$ cat config.mk
export PLATFORM = sky130hd
export DESIGN_NAME = path_delay_meter
export DESIGN_NICKNAME = d
export VERILOG_FILES = /design/src/rtl/path_meter_pkg.sv /design/src/rtl/path_sync.sv /design/src/rtl/path_delay_meter.sv
export SDC_FILE = /design/constraint.sdc
export NUM_CORES = 1
export LEC_CHECK = 0
export ABC_AREA = 1
export CAP_MARGIN = 20
export CELL_PAD_IN_SITES_DETAIL_PLACEMENT = 0
export CELL_PAD_IN_SITES_GLOBAL_PLACEMENT = 2
export CORE_ASPECT_RATIO = 0.7
export CORE_MARGIN = 5
export CORE_UTILIZATION = 29
export CTS_CLUSTER_DIAMETER = 30
export DETAILED_ROUTE_END_ITERATION = 8
export HOLD_SLACK_MARGIN = 0.02
export PLACE_DENSITY_LB_ADDON = 0.1
export REMOVE_ABC_BUFFERS = 1
export SLEW_MARGIN = 5
export SYNTH_ARGS = -nofsm -noshare
export SYNTH_HDL_FRONTEND = slang
export SYNTH_SLANG_ARGS = --single-unit
$ cat constraint.sdc
create_clock -name clk -period 1.8 [get_ports clk]
set_input_delay 0.45 -clock clk [delete_from_list [all_inputs] [get_ports clk]]
set_output_delay 0.45 -clock clk [all_outputs]
set_load 0.05 [all_outputs]
$ cat src/rtl/path_meter_pkg.sv
// Shared types and sizing helpers for the path delay meter.
// Imported by the meter top and its synchronizer.
package path_meter_pkg;

  typedef enum logic [2:0] {
    IDLE,
    ARM,
    LAUNCH,
    WAIT,
    REPORT
  } state_e;

  localparam int CNT_W_DEF       = 16;
  localparam int TRIALS_LOG2_DEF = 4;
  localparam int TRIALS          = 2 ** TRIALS_LOG2_DEF;
  localparam int SUM_W           = CNT_W_DEF + TRIALS_LOG2_DEF;

  function automatic int sum_width(input int cnt_w, input int tl2);
    return cnt_w + tl2;
  endfunction

endpackage

$ cat src/rtl/path_sync.sv
// Multi-flop bit synchronizer for the asynchronous chain output.
// All stages clear to 0 on synchronous reset.
import path_meter_pkg::*;

module path_sync #(
  parameter int STAGES = 2
) (
  input  logic clk,
  input  logic rst_n,
  input  logic d_i,
  output logic q_o
);

  (* ASYNC_REG = "TRUE", keep = "true" *)
  logic [STAGES-1:0] sync_q;

  always_ff @(posedge clk) begin
    if (!rst_n) begin
      sync_q <= '0;
    end else begin
      sync_q <= {sync_q[STAGES-2:0], d_i};
    end
  end

  assign q_o = sync_q[STAGES-1];

endmodule

$ cat src/rtl/path_delay_meter.sv
// Launch/capture timer: toggles a delay chain input and sums the
// cycles until the edge returns, over 2**TRIALS_LOG2 trials.
import path_meter_pkg::*;

module path_delay_meter #(
  parameter int CNT_W       = CNT_W_DEF,
  parameter int TRIALS_LOG2 = TRIALS_LOG2_DEF,
  parameter int TIMEOUT     = 4095,
  parameter int SYNC_STAGES = 2,
  parameter bit INVERT      = 1'b0
) (
  input  logic                         clk,
  input  logic                         rst_n,
  input  logic                         start,
  output logic                         busy,
  output logic                         path_launch,
  input  logic                         path_sample,
  output logic                         result_valid,
  input  logic                         result_ready,
  output logic [CNT_W+TRIALS_LOG2-1:0] result_sum,
  output logic                         timeout_err
);

  localparam int SW = sum_width(CNT_W, TRIALS_LOG2);

  state_e           state_q;
  logic [CNT_W-1:0] cnt_q;
  logic [CNT_W-1:0] cnt_d;
  logic [TRIALS_LOG2-1:0] trial_q;
  logic [SW-1:0]    sum_q;
  logic             launch_q;
  logic             valid_q;
  logic             terr_q;
  logic             s;
  logic             exp_lvl;
  logic             hit_tmo;
  logic             last;

  path_sync #(
    .STAGES(SYNC_STAGES)
  ) u_sync (
    .clk  (clk),
    .rst_n(rst_n),
    .d_i  (path_sample),
    .q_o  (s)
  );

  assign exp_lvl = launch_q ^ INVERT;
  assign cnt_d   = cnt_q + 1'b1;
  assign hit_tmo = (cnt_d == CNT_W'(TIMEOUT));
  assign last    = &trial_q;

  always_ff @(posedge clk) begin
    if (!rst_n) begin
      state_q  <= IDLE;
      cnt_q    <= '0;
      trial_q  <= '0;
      sum_q    <= '0;
      launch_q <= 1'b0;
      valid_q  <= 1'b0;
      terr_q   <= 1'b0;
    end else begin
      unique case (state_q)
        IDLE: begin
          if (start) begin
            state_q <= ARM;
            sum_q   <= '0;
            trial_q <= '0;
            cnt_q   <= '0;
            terr_q  <= 1'b0;
          end
        end
        ARM: begin
          if (s == exp_lvl) begin
            state_q <= LAUNCH;
          end else if (hit_tmo) begin
            state_q <= REPORT;
            terr_q  <= 1'b1;
            sum_q   <= '1;
            valid_q <= 1'b1;
          end else begin
            cnt_q <= cnt_d;
          end
        end
        LAUNCH: begin
          launch_q <= ~launch_q;
          cnt_q    <= '0;
          state_q  <= WAIT;
        end
        WAIT: begin
          if (s != exp_lvl) begin
            if (hit_tmo) begin
              state_q <= REPORT;
              terr_q  <= 1'b1;
              sum_q   <= '1;
              valid_q <= 1'b1;
            end else begin
              cnt_q <= cnt_d;
            end
          end else begin
            sum_q   <= sum_q + SW'(cnt_q);
            trial_q <= trial_q + 1'b1;
            cnt_q   <= '0;
            if (last) begin
              state_q <= REPORT;
              valid_q <= 1'b1;
            end else begin
              state_q <= ARM;
            end
          end
        end
        REPORT: begin
          if (result_ready) begin
            valid_q <= 1'b0;
            state_q <= IDLE;
          end
        end
        default: state_q <= IDLE;
      endcase
    end
  end

  assign busy         = (state_q != IDLE);
  assign path_launch  = launch_q;
  assign result_valid = valid_q;
  assign result_sum   = sum_q;
  assign timeout_err  = terr_q;

endmodule

# --- Word level (Yosys, flattened, before mapping) ---
# Index checks and enable logic that the tools add are counted.
op_classes:
  n_addsub: 3
  multipliers: 0
  div_mod_pow: 0
  magnitude_cmp: 0
  eq_ne: 13
  shift: 0
  n_mux: 31
  n_bitwise: 1
  reduce_logical: 13
op_table:
  columns: ["op", "n"]
  rows:
  - ["$mux 20", 4]
  - ["$mux 16", 4]
  - ["$pmux 16 s4", 1]
  - ["$pmux 20 s3", 1]
  - ["$add 20x16->20", 1]
  - ["$mux 3", 6]
  - ["$add 16x1->16 const B", 1]
  - ["$eq 16x12->1 const B", 1]
  - ["$pmux 3 s5", 1]
  - ["$reduce_and 4->1", 3]
  - ["$ne 2x2->1 const B", 5]
  - ["$mux 1", 9]
  - ["$reduce_and 3->1", 3]
  - ["$reduce_bool 3->1", 3]
  - ["$mux 4", 2]
  - ["$pmux 4 s2", 1]
  - ["$eq 3x2->1 const B", 2]
  - ["$pmux 1 s3", 2]
  - ["$add 4x1->4 const B", 1]
  - ["$reduce_bool 4->1", 1]
  - ["$eq 3x1->1 const B", 1]
  - ["$eq 3x3->1 const B", 1]
  - ["$logic_not 3->1", 1]
  - ["$ne 3x3->1 const B", 1]
  - ["5 further kinds", 5]
totals:
  ff_bits: 48
  latchBits: 0
  ram_bits: 0
  rom_bits: 0
  inputBits: 5
  out_inout_bits: 24
  wordCells: 69
  n_memories: 0

# --- Longest topological paths before layout ---
depth:
  depth_word: 5
  ltp_mapped: 14
  depth_no_buf: 14

# --- Cells and area by module ---
# Synthesis repeated with hierarchy kept, for this count alone.
hier_totals:
  cells_unflattened: 554
  hier_area_um2: 3459.6
modules_own_cells:
  columns: ["module", "instances", "cells_per_inst", "area_each_um2", "seq_area_each_um2"]
  rows:
  - ["path_delay_meter", 1, 547, 3397.0, 920.9]
  - ["path_sync", 1, 7, 62.6, 40.0]

# --- Worst setup path before layout ---
# No wires, ideal clock.
synth_timing:
  kind: "flip-flop to flip-flop"
  start: "register sum_q[0] (netlist: result_sum[0])"
  end: "register sum_q[16] (netlist: result_sum[16])"
  setup_time_ns: 0.110
  arrival_ns: 2.292
  t_required_ns: 1.690
  path_slack_ns: -0.602
  path_stages_with_launch: 14
  path_buffers: 0
  period_less_slack_ns: 2.402
  path_cell_list: "dfxtp_1 ha_1 inv_1 fa_1 o21ai_0 nand3_1 nand2_1 nand3_1 nand2_1 o21ai_0 nand3_1 nand3_1 nand2_1 inv_1"
synth_via:
  elab_chain_cells: 3
synth_lines:
  columns: ["item", "line_no", "text"]
  rows:
  - ["start, declared", "path_delay_meter.sv:30", "logic [SW-1:0] sum_q;"]
  - ["start signal, assigned", "path_delay_meter.sv:101", "sum_q <= sum_q + SW'(cnt_q);"]
  - ["$add 20x16->20", "path_delay_meter.sv:101", null]
  - ["$mux 20", "path_delay_meter.sv:91", "if (s != exp_lvl) begin"]
  - ["$pmux 20 s3", "path_delay_meter.sv:63", "unique case (state_q)"]
# No other way between the ends.
# A chain may end at the register's enable or synchronous reset.

# --- Final worst setup path ---
layout_timing:
  start: "register cnt_q[1]"
  end: "register cnt_q[0]"
layout_via:
  elab_chain_cells: 5
  word_cells_on_any_way: 6
  classes_between: "add/sub: 1; eq/ne: 1; mux: 4"
layout_lines:
  columns: ["item", "line_no", "text"]
  rows:
  - ["start, declared", "path_delay_meter.sv:27", "logic [CNT_W-1:0] cnt_q;"]
  - ["start signal, assigned", "path_delay_meter.sv:82", "cnt_q <= cnt_d;"]
  - ["start signal, assigned", "path_delay_meter.sv:98", "cnt_q <= cnt_d;"]
  - ["$add 16x1->16 (*)", "path_delay_meter.sv:49", "assign cnt_d = cnt_q + 1'b1;"]
  - ["$eq 16x12->1 (*)", "path_delay_meter.sv:50", "assign hit_tmo = (cnt_d == CNT_W'(TIMEOUT));"]
  - ["$mux 16 (*)", null, null]
  - ["$mux 16, on equally long branches", null, null]
  - ["$pmux 16 s4 (*)", null, null]
# Every way passes the cells marked *; elsewhere a longest branch is shown, timed or not. The select of a mux whose other input is x is not followed.

==> implementation parameters <==
Parameter                              Value

Logic synthesis
  Share of synthesized area occupied by flip-flops and latches ... 0.2714
  Async SR Flop Fraction ... 0
  Per-instance average area after synthesis ... 6.267 µm²
  Post-Synthesis Cell Area ... 3541 µm²
  Number of flip-flops and latches in the synthesized netlist ... 48
  Number of unique standard cell types used by synthesis ... 41
  Dominant register cell in the synthesized netlist ... sky130_fd_sc_hd__dfxtp_1
  Yosys warning total ... 0
  Number of synthesized flops with an enable pin ... 0
  Synthesized instance count ... around 570

Place
  Placement-stage cell area ... slightly below 5000 µm²
  Half-perimeter wire length of the detailed placement result ... 10,070 µm
  Setup Slack @ Placement ... -0.3438 ns
  Port bufs ... 28
  GPL Wtd Cong ... 0.8819

Setup path
  Arr. time, crit path ... ~2.3 ns
  Startpoint Class ... register
  Worst Setup End Kind ... register
  Highest fanout seen on the critical path ... 6
  Endpoint required time on the critical path ... ~2.0 ns
  Cells traversed along the worst timing path ... ha_4 -> nand2_4 -> nor2_4 -> nand2_1 -> nand2_2 -> nand2_2 -> nor2_4 -> nand3_2 -> nor2_4 -> nand4_4 -> buf_12 -> nand2_2 -> nor2_1 -> nor2_1
  Type of the worst setup path ... register to register
  Delay of the slowest cell on the worst path ... between 0.3 and 0.4 ns
  Highest-delay cell along the critical path ... sky130_fd_sc_hd__dfxtp_4

Routing
  DRT iter0 DRCs ... around 280
  Post-Route WL ... 13,720 µm
  Routed Antenna Nets ... 0
  Via total after detailed routing ... 4,243
  Routed length per instance ... around 16 µm
  Via count normalized by instance count ... 4.811
  Detailed-router iteration count before antenna repair ... 5
  Remaining routing DRC violations ... 0

Timing
  Number of pins with negative max-slew slack in the final report ... 0
  Worst-case headroom to the max-slew limit ... 0.7602
  Final WS setup ... -0.2273 ns
  Unrepaired setup endpoints after global routing ... true
  Sum of negative setup slack ... -5.337 ns
  Clock skew after layout ... 0.007468 ns
  Worst Tran Pin Value ... about 0.36 ns
  Peak Freq ... slightly below 500 MHz
  Final-report hold violation count ... 0
  Time the worst path needs with I/O delays and setup ... approximately 2.0 ns
  Final Cycle Share ... 1.126
  Final setup fails ... 32
  Hold WS ... around 0.42 ns

Finish
  Fill cell instance count of the final layout ... roughly 1,200
  Leading cell type in the layout, fill and taps excluded ... sky130_fd_sc_hd__buf_4
  Design area ... between 5000 and 6000 µm²
  Synth-to-layout area growth ... 62.01%
  Share of cells above drive strength 1 ... 0.4097
  Antenna cells ... 0
  Commonest cells after routing, fill and taps aside ... sky130_fd_sc_hd__buf_4, sky130_fd_sc_hd__nand2_1, sky130_fd_sc_hd__inv_1
  Total Nets Final ... around 750

Hold path
  Hold Path Class ... register to register

Clocking
  Cell chosen for the clock root ... sky130_fd_sc_hd__clkbuf_16
  TritonCTS buffer count ... 5
  Clock tree from TritonCTS ... done
  Clock transition at the registers of the reported paths ... roughly 0.070 ns
  Clock network latency to the later pin of the worst-skew pair ... roughly 0.30 ns
  Hold-fix buffers, CTS ... 0
  Number of buffers between clock root and the deepest sink ... 2
  CTS H-tree depth ... 2
  Total number of clock tree sinks ... 48

Flow run
  Max-Cap Viols ... 0

Global route
  Global-route usage over all layers ... 0.1845
  Maximum number of pins on one net before global-route repair ... 31
  Vias in the first global route ... 3,807
  Antenna violations before repair ... 0
  Leftover overflow at the end of global routing ... 0
  Global-route met3 utilization ... 0.02806
  Met2 Resource Use GR ... 0.2544
  Global routing met1 resource utilization ... 0.2972
  Wire length of the first global-routing pass ... about 21,000 µm
  GRT busiest layer ... met1

Floorplan
  Area of the core ... 11,810 µm²
  Number of ports placed on the die boundary ... 29
  Die span in x ... roughly 140 µm
  Starting density of the core ... 0.2999
  Number of standard-cell rows in the floorplan ... 33
  Die Area ... 14,560 µm²
  Vertical die dimension ... approximately 100 µm

Power and ir drop
  Cell Pwr Density ... approximately 540 nW/µm²
  IR drop worst, VDD ... approximately 0.00044 V
  Leakage power ... about 2.7 nW
  Post-layout total power ... approximately 3.1 mW

Outcome
  Outcome ... finished, violations left
  Failing checks ... negative setup slack
[cell usage after synthesis (all sizes together), types with 2 or more instances]
cell type / count / area share
dfxtp: 48 / 0.27
nand3b: 5 / 0.011
buf: 5 / 0.010
or2: 2 / 0.0035
nand2: 173 / 0.19
xor2: 7 / 0.017
a21oi: 46 / 0.065
clkbuf: 6 / 0.0064
nand3: 51 / 0.076
nor2: 62 / 0.080
a31oi: 10 / 0.018
nand4: 16 / 0.030
a22oi: 2 / 0.0042
inv: 68 / 0.072
a21o: 2 / 0.0042
o21ai: 25 / 0.036
xnor2: 3 / 0.0095
ha: 19 / 0.067
nor3: 6 / 0.0099
[per-stage QoR]
| step | utilization | std cells |
|---|---|---|
| 2_1_floorplan | - | 554 |
| 3_3_place_gp | 0.4162 | 861 |
| 3_5_place_dp | 0.4162 | 861 |
| 4_1_cts | 0.4523 | 874 |
| 5_1_grt | 0.4858 | 882 |
| 6_report | 0.4858 | 882 |
[flip-flops by register name, summed over array words and instances (netlist names)]
name and cells:
trial_q 4, result_valid 1, path_launch 1, result_sum 20, cnt_q 16, timeout_err 1
u_sync.sync_q 2, state_q 3
[what timing repair did]
action	CTS	global route
resized for setup	64	74
endpoints found under the hold margin	0	0
endpoints found under the setup margin	34	35
pin swaps	18	40
gates cloned	0	2
setup buffers	5	6
[layer usage]
metal | vias to the layer above | wire (µm) | part of all wire
met5 | - | 0 | 0
met4 | 0 | 98 | 0.0071
met3 | 10 | 574 | 0.042
met2 | 80 | 5509 | 0.40
met1 | 1979 | 7539 | 0.55
li1 | 2174 | - | -
[area by class of cell]
class	instances	area (µm²)	share of cell area
Multi-Input combinational cell	437	2701	0.4709
Timing Repair Buffer	163	1405	0.2449
Sequential cell	48	987.2	0.1721
Inverter	69	269.0	0.04689
Tap cell	157	196.4	0.03424
Clock buffer	6	138.9	0.02421
Clock inverter	2	38.79	0.006761
[kinds of logic after synthesis]
family	count (synthesis)	share of synthesized area
AOI/OAI and AO/OA	89	0.1364
and+or+nand+nor	318	0.4028
xor gates and xnor gates	10	0.02686
DFF	48	0.2714
buffers and inverters	80	0.08975
adders and majority gates	20	0.07279
[critical path, delay by kind of cell, from the launching register on]
family | cells | cell delay [ns]
adders and majority gates | 1 | 0.16
buffers and inverters | 1 | 0.20
DFF | 1 | 0.38
and+or+nand+nor | 12 | 1.21
[worst paths after layout]
kind | slack [ns] | start | depth (start not counted) | to
hold reg to reg | 0.42 | u_sync.sync_q[0] | 2 | u_sync.sync_q[1]
setup reg to reg | -0.23 | cnt_q[1] | 14 | cnt_q[0]
hold / removal | 0.42 | u_sync.sync_q[0] | 2 | u_sync.sync_q[1]
setup / recovery | -0.23 | cnt_q[1] | 14 | cnt_q[0]
[power breakdown]
part | leakage [nW] | switching, mW | internal (mW)
Clock | 0.0871 | 0.475 | 0.698
Sequential | 0.396 | 0.0279 | 1.09
Combinational | 2.25 | 0.482 | 0.318
Total | 2.73 | 0.985 | 2.11
Power figures use the tool's default switching activity.
